**src/rtl/aes_pkg.sv**
```systemverilog
// Shared types and constants for the AES-128 key schedule.
package aes_pkg;

  typedef logic [31:0]  aes_word_t;
  typedef logic [127:0] aes_block_t;

  localparam int AES_NK        = 4;
  localparam int AES_MAX_ROUND = 10;

  // Round constants for round_idx 0..9 (the byte placed in the top of t).
  localparam logic [7:0] AES_RCON [AES_MAX_ROUND] = '{
    8'h01, 8'h02, 8'h04, 8'h08, 8'h10, 8'h20, 8'h40, 8'h80, 8'h1b, 8'h36
  };

  // Key schedule FSM states.
  typedef enum logic {
    KS_IDLE = 1'b0,
    KS_EMIT = 1'b1
  } key_state_e;

  // RotWord: {b0,b1,b2,b3} -> {b1,b2,b3,b0}.
  function automatic aes_word_t aes_rot_word(input aes_word_t w);
    return {w[23:0], w[31:24]};
  endfunction

endpackage

```
**src/rtl/aes_sbox.sv**
```systemverilog
// AES forward S-box, one byte in, one byte out, purely combinational.
module aes_sbox (
  input  logic [7:0] a_i,
  output logic [7:0] y_o
);

  localparam logic [7:0] SBOX [256] = '{
    8'h63, 8'h7c, 8'h77, 8'h7b, 8'hf2, 8'h6b, 8'h6f, 8'hc5, 8'h30, 8'h01, 8'h67, 8'h2b, 8'hfe, 8'hd7, 8'hab, 8'h76,
    8'hca, 8'h82, 8'hc9, 8'h7d, 8'hfa, 8'h59, 8'h47, 8'hf0, 8'had, 8'hd4, 8'ha2, 8'haf, 8'h9c, 8'ha4, 8'h72, 8'hc0,
    8'hb7, 8'hfd, 8'h93, 8'h26, 8'h36, 8'h3f, 8'hf7, 8'hcc, 8'h34, 8'ha5, 8'he5, 8'hf1, 8'h71, 8'hd8, 8'h31, 8'h15,
    8'h04, 8'hc7, 8'h23, 8'hc3, 8'h18, 8'h96, 8'h05, 8'h9a, 8'h07, 8'h12, 8'h80, 8'he2, 8'heb, 8'h27, 8'hb2, 8'h75,
    8'h09, 8'h83, 8'h2c, 8'h1a, 8'h1b, 8'h6e, 8'h5a, 8'ha0, 8'h52, 8'h3b, 8'hd6, 8'hb3, 8'h29, 8'he3, 8'h2f, 8'h84,
    8'h53, 8'hd1, 8'h00, 8'hed, 8'h20, 8'hfc, 8'hb1, 8'h5b, 8'h6a, 8'hcb, 8'hbe, 8'h39, 8'h4a, 8'h4c, 8'h58, 8'hcf,
    8'hd0, 8'hef, 8'haa, 8'hfb, 8'h43, 8'h4d, 8'h33, 8'h85, 8'h45, 8'hf9, 8'h02, 8'h7f, 8'h50, 8'h3c, 8'h9f, 8'ha8,
    8'h51, 8'ha3, 8'h40, 8'h8f, 8'h92, 8'h9d, 8'h38, 8'hf5, 8'hbc, 8'hb6, 8'hda, 8'h21, 8'h10, 8'hff, 8'hf3, 8'hd2,
    8'hcd, 8'h0c, 8'h13, 8'hec, 8'h5f, 8'h97, 8'h44, 8'h17, 8'hc4, 8'ha7, 8'h7e, 8'h3d, 8'h64, 8'h5d, 8'h19, 8'h73,
    8'h60, 8'h81, 8'h4f, 8'hdc, 8'h22, 8'h2a, 8'h90, 8'h88, 8'h46, 8'hee, 8'hb8, 8'h14, 8'hde, 8'h5e, 8'h0b, 8'hdb,
    8'he0, 8'h32, 8'h3a, 8'h0a, 8'h49, 8'h06, 8'h24, 8'h5c, 8'hc2, 8'hd3, 8'hac, 8'h62, 8'h91, 8'h95, 8'he4, 8'h79,
    8'he7, 8'hc8, 8'h37, 8'h6d, 8'h8d, 8'hd5, 8'h4e, 8'ha9, 8'h6c, 8'h56, 8'hf4, 8'hea, 8'h65, 8'h7a, 8'hae, 8'h08,
    8'hba, 8'h78, 8'h25, 8'h2e, 8'h1c, 8'ha6, 8'hb4, 8'hc6, 8'he8, 8'hdd, 8'h74, 8'h1f, 8'h4b, 8'hbd, 8'h8b, 8'h8a,
    8'h70, 8'h3e, 8'hb5, 8'h66, 8'h48, 8'h03, 8'hf6, 8'h0e, 8'h61, 8'h35, 8'h57, 8'hb9, 8'h86, 8'hc1, 8'h1d, 8'h9e,
    8'he1, 8'hf8, 8'h98, 8'h11, 8'h69, 8'hd9, 8'h8e, 8'h94, 8'h9b, 8'h1e, 8'h87, 8'he9, 8'hce, 8'h55, 8'h28, 8'hdf,
    8'h8c, 8'ha1, 8'h89, 8'h0d, 8'hbf, 8'he6, 8'h42, 8'h68, 8'h41, 8'h99, 8'h2d, 8'h0f, 8'hb0, 8'h54, 8'hbb, 8'h16
  };

  assign y_o = SBOX[a_i];

endmodule

```
**src/rtl/aes_sub_word.sv**
```systemverilog
// SubWord: four parallel S-box lookups, one per byte of a 32-bit word.
module aes_sub_word
  import aes_pkg::*;
(
  input  aes_word_t word_i,
  output aes_word_t word_o
);

  for (genvar b = 0; b < 4; b++) begin : g_sbox
    aes_sbox u_sbox (
      .a_i (word_i[8*b +: 8]),
      .y_o (word_o[8*b +: 8])
    );
  end

endmodule

```
**src/rtl/aes_key_expand.sv**
```systemverilog
// Iterative AES-128 key schedule: one round key per valid/ready handshake.
// Optional round-key cache for reverse-order reads: define AES_KEY_CACHE_EN.
module aes_key_expand
  import aes_pkg::*;
#(
  parameter int LAST_ROUND = 10
) (
  input  logic         clk,
  input  logic         rst,
  input  logic         start,
  input  logic [127:0] key_in,
  output logic         rk_valid,
  input  logic         rk_ready,
  output logic [127:0] round_key,
  output logic [3:0]   round_idx,
  output logic         busy,
  output logic         done,
  input  logic [3:0]   rd_idx,
  output logic [127:0] rd_key
);

  localparam logic [3:0] LAST_IDX = 4'(LAST_ROUND);
  localparam logic [3:0] MAX_IDX  = 4'(AES_MAX_ROUND);

  key_state_e state_q, state_d;
  aes_block_t key_q,   key_d;
  logic [3:0] idx_q,   idx_d;
  logic       done_q,  done_d;

  aes_word_t  w0, w1, w2, w3;
  aes_word_t  w4, w5, w6, w7;
  aes_word_t  sub_w, temp_w;
  logic [7:0] rcon_b;
  aes_block_t next_key;
  logic       hs;

  // Next round key, combinational from the key register.
  assign w0 = key_q[127:96];
  assign w1 = key_q[95:64];
  assign w2 = key_q[63:32];
  assign w3 = key_q[31:0];

  aes_sub_word u_sub_word (
    .word_i (aes_rot_word(w3)),
    .word_o (sub_w)
  );

  // The final index has no successor; keep rcon defined there anyway.
  assign rcon_b   = (idx_q < MAX_IDX) ? AES_RCON[idx_q] : 8'h00;
  assign temp_w   = sub_w ^ {rcon_b, 24'h000000};
  assign w4       = w0 ^ temp_w;
  assign w5       = w1 ^ w4;
  assign w6       = w2 ^ w5;
  assign w7       = w3 ^ w6;
  assign next_key = {w4, w5, w6, w7};

  assign hs = (state_q == KS_EMIT) && rk_ready;

  // Next-state logic: start acceptance, key advance and done generation.
  always_comb begin
    // NOTE: every signal gets a default first so no path leaves it unassigned (no latch).
    state_d = state_q;
    key_d   = key_q;
    idx_d   = idx_q;
    done_d  = 1'b0;
    unique case (state_q)
      KS_IDLE: begin
        if (start) begin
          key_d   = key_in;
          idx_d   = 4'd0;
          state_d = KS_EMIT;
        end
      end
      KS_EMIT: begin
        if (hs) begin
          if (idx_q == LAST_IDX) begin
            state_d = KS_IDLE;
            done_d  = 1'b1;
          end else begin
            key_d = next_key;
            idx_d = idx_q + 4'd1;
          end
        end
      end
      default: state_d = KS_IDLE;
    endcase
  end

  // State, key register, index counter and done pulse.
  always_ff @(posedge clk or posedge rst) begin
    // NOTE: sequential state uses non-blocking assignments so all registers update together.
    if (rst) begin
      state_q <= KS_IDLE;
      key_q   <= '0;
      idx_q   <= 4'd0;
      done_q  <= 1'b0;
    end else begin
      state_q <= state_d;
      key_q   <= key_d;
      idx_q   <= idx_d;
      done_q  <= done_d;
    end
  end

  assign rk_valid  = (state_q == KS_EMIT);
  assign busy      = (state_q == KS_EMIT);
  assign round_key = key_q;
  assign round_idx = idx_q;
  assign done      = done_q;

`ifdef AES_KEY_CACHE_EN
  aes_block_t cache_q [AES_MAX_ROUND+1];

  // Capture each round key as it is handed off.
  always_ff @(posedge clk or posedge rst) begin
    // NOTE: this small array is cleared on reset so stale keys never read back after a reset.
    if (rst) begin
      for (int i = 0; i <= AES_MAX_ROUND; i++) cache_q[i] <= '0;
    end else if (hs) begin
      cache_q[idx_q] <= key_q;
    end
  end

  assign rd_key = (rd_idx <= MAX_IDX) ? cache_q[rd_idx] : '0;
`else
  logic unused_rd_idx;
  assign unused_rd_idx = ^rd_idx;
  assign rd_key        = '0;
`endif

endmodule

```
**config.mk**
```make
export PLATFORM = sky130hd
export DESIGN_NAME = aes_key_expand
export DESIGN_NICKNAME = d
export VERILOG_FILES = /design/src/rtl/aes_pkg.sv /design/src/rtl/aes_sbox.sv /design/src/rtl/aes_sub_word.sv /design/src/rtl/aes_key_expand.sv
export SDC_FILE = /design/constraint.sdc
export NUM_CORES = 1
export LEC_CHECK = 0
export ABC_AREA = 1
export CORE_UTILIZATION = 27
export CTS_CLUSTER_DIAMETER = 60
export CTS_CLUSTER_SIZE = 20
export DETAILED_ROUTE_END_ITERATION = 6
export PLACE_DENSITY = 0.45
export SYNTH_ARGS = -nofsm -noshare
export SYNTH_HDL_FRONTEND = slang
export SYNTH_HIERARCHICAL = 1
export SYNTH_SLANG_ARGS = --single-unit
```
**constraint.sdc**
```tcl
create_clock -name clk -period 7.8 [get_ports clk]
set_input_delay 1.56 -clock clk [delete_from_list [all_inputs] [get_ports clk]]
set_output_delay 1.56 -clock clk [all_outputs]
set_load 0.03 [all_outputs]
```
==> metrics.txt <==
post-CTS sizing=0; Primary FF master, synth=dfrtp_1; startpoint types=flip-flop; H-tree Lvls=4; met3 usage=0.0509; grt met1 use=0.361; Slew headroom=0.272; kind of critical path=reg -> reg; WL per Instance=around 23 um; Mapped Avg Cell Area=~5.8 um2; root buffer cell=clkbuf_16; clock slew at reported path FFs=0.09 ns; crit end category=flip-flop; die area=77400 um2; Arr. time, crit path=5.03 ns; via/cell ratio=between 5 and 6; RSZ-0062 raised after global routing=false; Final Max Slew Viols=0; r2r setup slk=roughly 3.2 ns; Routed Antenna Nets=0; total global-route track usage=0.266; final net count=~3800; Remaining DRCs=0; RD Place Congestion=1.01; WHS Path Cells=2; Most Used Layer, Global Route=met2; number of global-route vias before repair=23859; Worst-Skew Late Latency=0.52 ns; die width=278 um; setup_tns=0 ns; # port buffers=266; Post-Route Skew=around 0.037 ns; Worst Path Max Fanout=15; global-route wire length before repair=158 mm; EDFF count, synth=0; FMAX=216 MHz; Die Height=278 um; Seq/Total Area, Yosys=0.163; final cycle utilization of the critical path=0.593; CTS buffer count=17; Pre-Repair DR Iteration Count=7; area grow syn2layout=14.3%; Starting Density=0.275; r2r startpoint=round_key[0]; R2R depth=18; RR Endpoint=round_key[9]; Warnings, synthesis=6; clk sinks=134; I/O pin count=399; HP Start=round_key[74]; Slew @ Worst Pin=roughly 1.1 ns; #FFs+latches synth=134; post-synthesis cell type count=40; Remaining Overflow, GRT=0; Setup Fix Bufs, Post-CTS=0; worst hold endpoint=round_key[74]; Post-Syn Instances=3550; via count=25477; hpwl dp=73.6 mm; Setup-failing EPs final=0; asr flop ratio synth=1.00; Max Root-Sink Buffers=2; share of cells above drive strength 1=0.0644; initial antenna violation count=6; final wirelength=106 mm; number of cell rows=100; minimum clock period=4.62 ns; largest net degree at the start of global routing=74; met2 Use GR=0.409; Iter 0 DRT Violations=~3600; Core Box Area=around 75000 um2; status=finished clean; mapped cell area=between 20000 and 25000 um2; final hold violation count=0; WP data required=8.21 ns; Min-Delay Path Class=reg -> reg; cts hold-fix bufs=0; max cap viols=0; TritonCTS clock tree=done
## state kept, by name (all words and copies together) (netlist names)
| name | count |
|---|---|
| round_idx | 4 |
| round_key | 128 |
| busy | 1 |
| done | 1 |
## cell families (layout without fill, tap and decap cells)
family,Yosys count,after routing,share of synthesized area
AND/OR/NAND/NOR,2380,2380,0.517
buffers and inverters,570,541,0.152
AO/OA/AOI/OAI,321,321,0.0948
flip-flops,134,134,0.163
XOR/XNOR,78,78,0.0332
adder cells (fa/ha/maj),66,66,0.0401
other,1,129,0.000182
## cell type report
type	instances	area (um2)
fillers	8521	51400
multi-input cells	2973	14600
flip-flops and latches	134	3360
repair buffers	312	3010
well taps	969	1210
inverters	197	759
clock buffers	17	425
clock inverters	15	181
diodes	1	2.50
## metal layers
metal  up-vias  share of wire
li1      11769              -
met1     11941           0.43
met2      1492           0.44
met3       265          0.090
met4        10          0.041
met5         -        0.00060
## worst max-delay path, stage by stage (launching register included)
cell	delay (ns)
dfrtp_1	0.77
inv_1	0.41
ha_1	0.60
inv_1	0.20
nand2_4	0.15
nand2_1	0.32
inv_2	0.11
nand2_1	0.10
nand3_1	0.07
nand3_1	0.10
nand3_1	0.07
nand3_1	0.11
nand2_1	0.06
xnor2_1	0.41
xor2_1	0.54
xor2_1	0.29
nor3_1	0.07
nand2_1	0.07
nand3_1	0.08
## through the flow
step	instance area [um2]	cells	hold WS [ns]	worst slack, ns	util
4_1_cts	23500	4617	0.557	3.20	0.314
2_1_floorplan	21100	3677	0.687	2.66	-
3_5_place_dp	22900	4585	0.540	3.17	0.306
3_3_place_gp	22900	4585	0.533	3.13	0.306
6_report	23500	4618	0.552	3.18	0.314
5_1_grt	23500	4618	0.596	2.70	0.314
## layout by cell type (no fill, tap or decap), drive strengths merged, types with 5 or more instances in the layout
| cell type | synthesis | routed |
|---|---|---|
| a211oi | 24 | 24 |
| a21oi | 121 | 121 |
| buf | 321 | 46 |
| clkbuf | 52 | 17 |
| clkdlybuf4s50 | 0 | 266 |
| clkinv | 1 | 9 |
| conb | 1 | 128 |
| dfrtp | 134 | 134 |
| ha | 66 | 66 |
| inv | 196 | 201 |
| nand2 | 1172 | 1172 |
| nand3 | 926 | 926 |
| nand4 | 42 | 42 |
| nor2 | 206 | 206 |
| nor3 | 27 | 27 |
| o211ai | 74 | 74 |
| o21ai | 62 | 62 |
| o221ai | 5 | 5 |
| o22ai | 25 | 25 |
| or2 | 6 | 6 |
| xnor2 | 27 | 27 |
| xor2 | 51 | 51 |
## synthesized netlist by cell type, types with 4 or more instances
master	number	area, um2
nand2_1	1117	4190
nand3_1	910	4550
nor2_1	171	642
inv_1	170	638
buf_4	159	1190
dfrtp_1	134	3350
a21oi_1	113	566
buf_2	91	455
o211ai_1	74	556
ha_1	66	826
clkbuf_1	52	195
nand2_2	51	319
xor2_1	51	447
nand4_1	42	263
buf_6	37	417
buf_1	34	128
o21ai_1	32	160
o21ai_0	30	150
xnor2_1	27	236
nor2_2	26	163
o22ai_1	25	156
a211oi_1	24	180
nor3_1	23	115
inv_2	22	82.6
nand3_2	16	160
nor2_4	9	101
a21oi_2	8	70.1
o221ai_1	5	43.8
or2_1	5	31.3
a31oi_1	4	25.0
inv_4	4	25.0
nand2_4	4	45.0
nor3_2	4	40.0
o21a_1	4	30.0
## worst max-delay path by stage
stage                     slack (ns)  depth (start not counted)              to          from
after floorplan                 2.66                          1            busy           rst
after global placement          3.13                         18    round_key[9]  round_key[0]
after detailed placement        3.17                          9  round_key[107]         start
after CTS                       3.20                         18    round_key[9]  round_key[0]
after global routing            2.70                         18    round_key[9]  round_key[0]
final                           3.18                         18    round_key[9]  round_key[0]
Power is not shown: default switching activity piles up to over one toggle a cycle in this logic, so the estimate is an artifact.
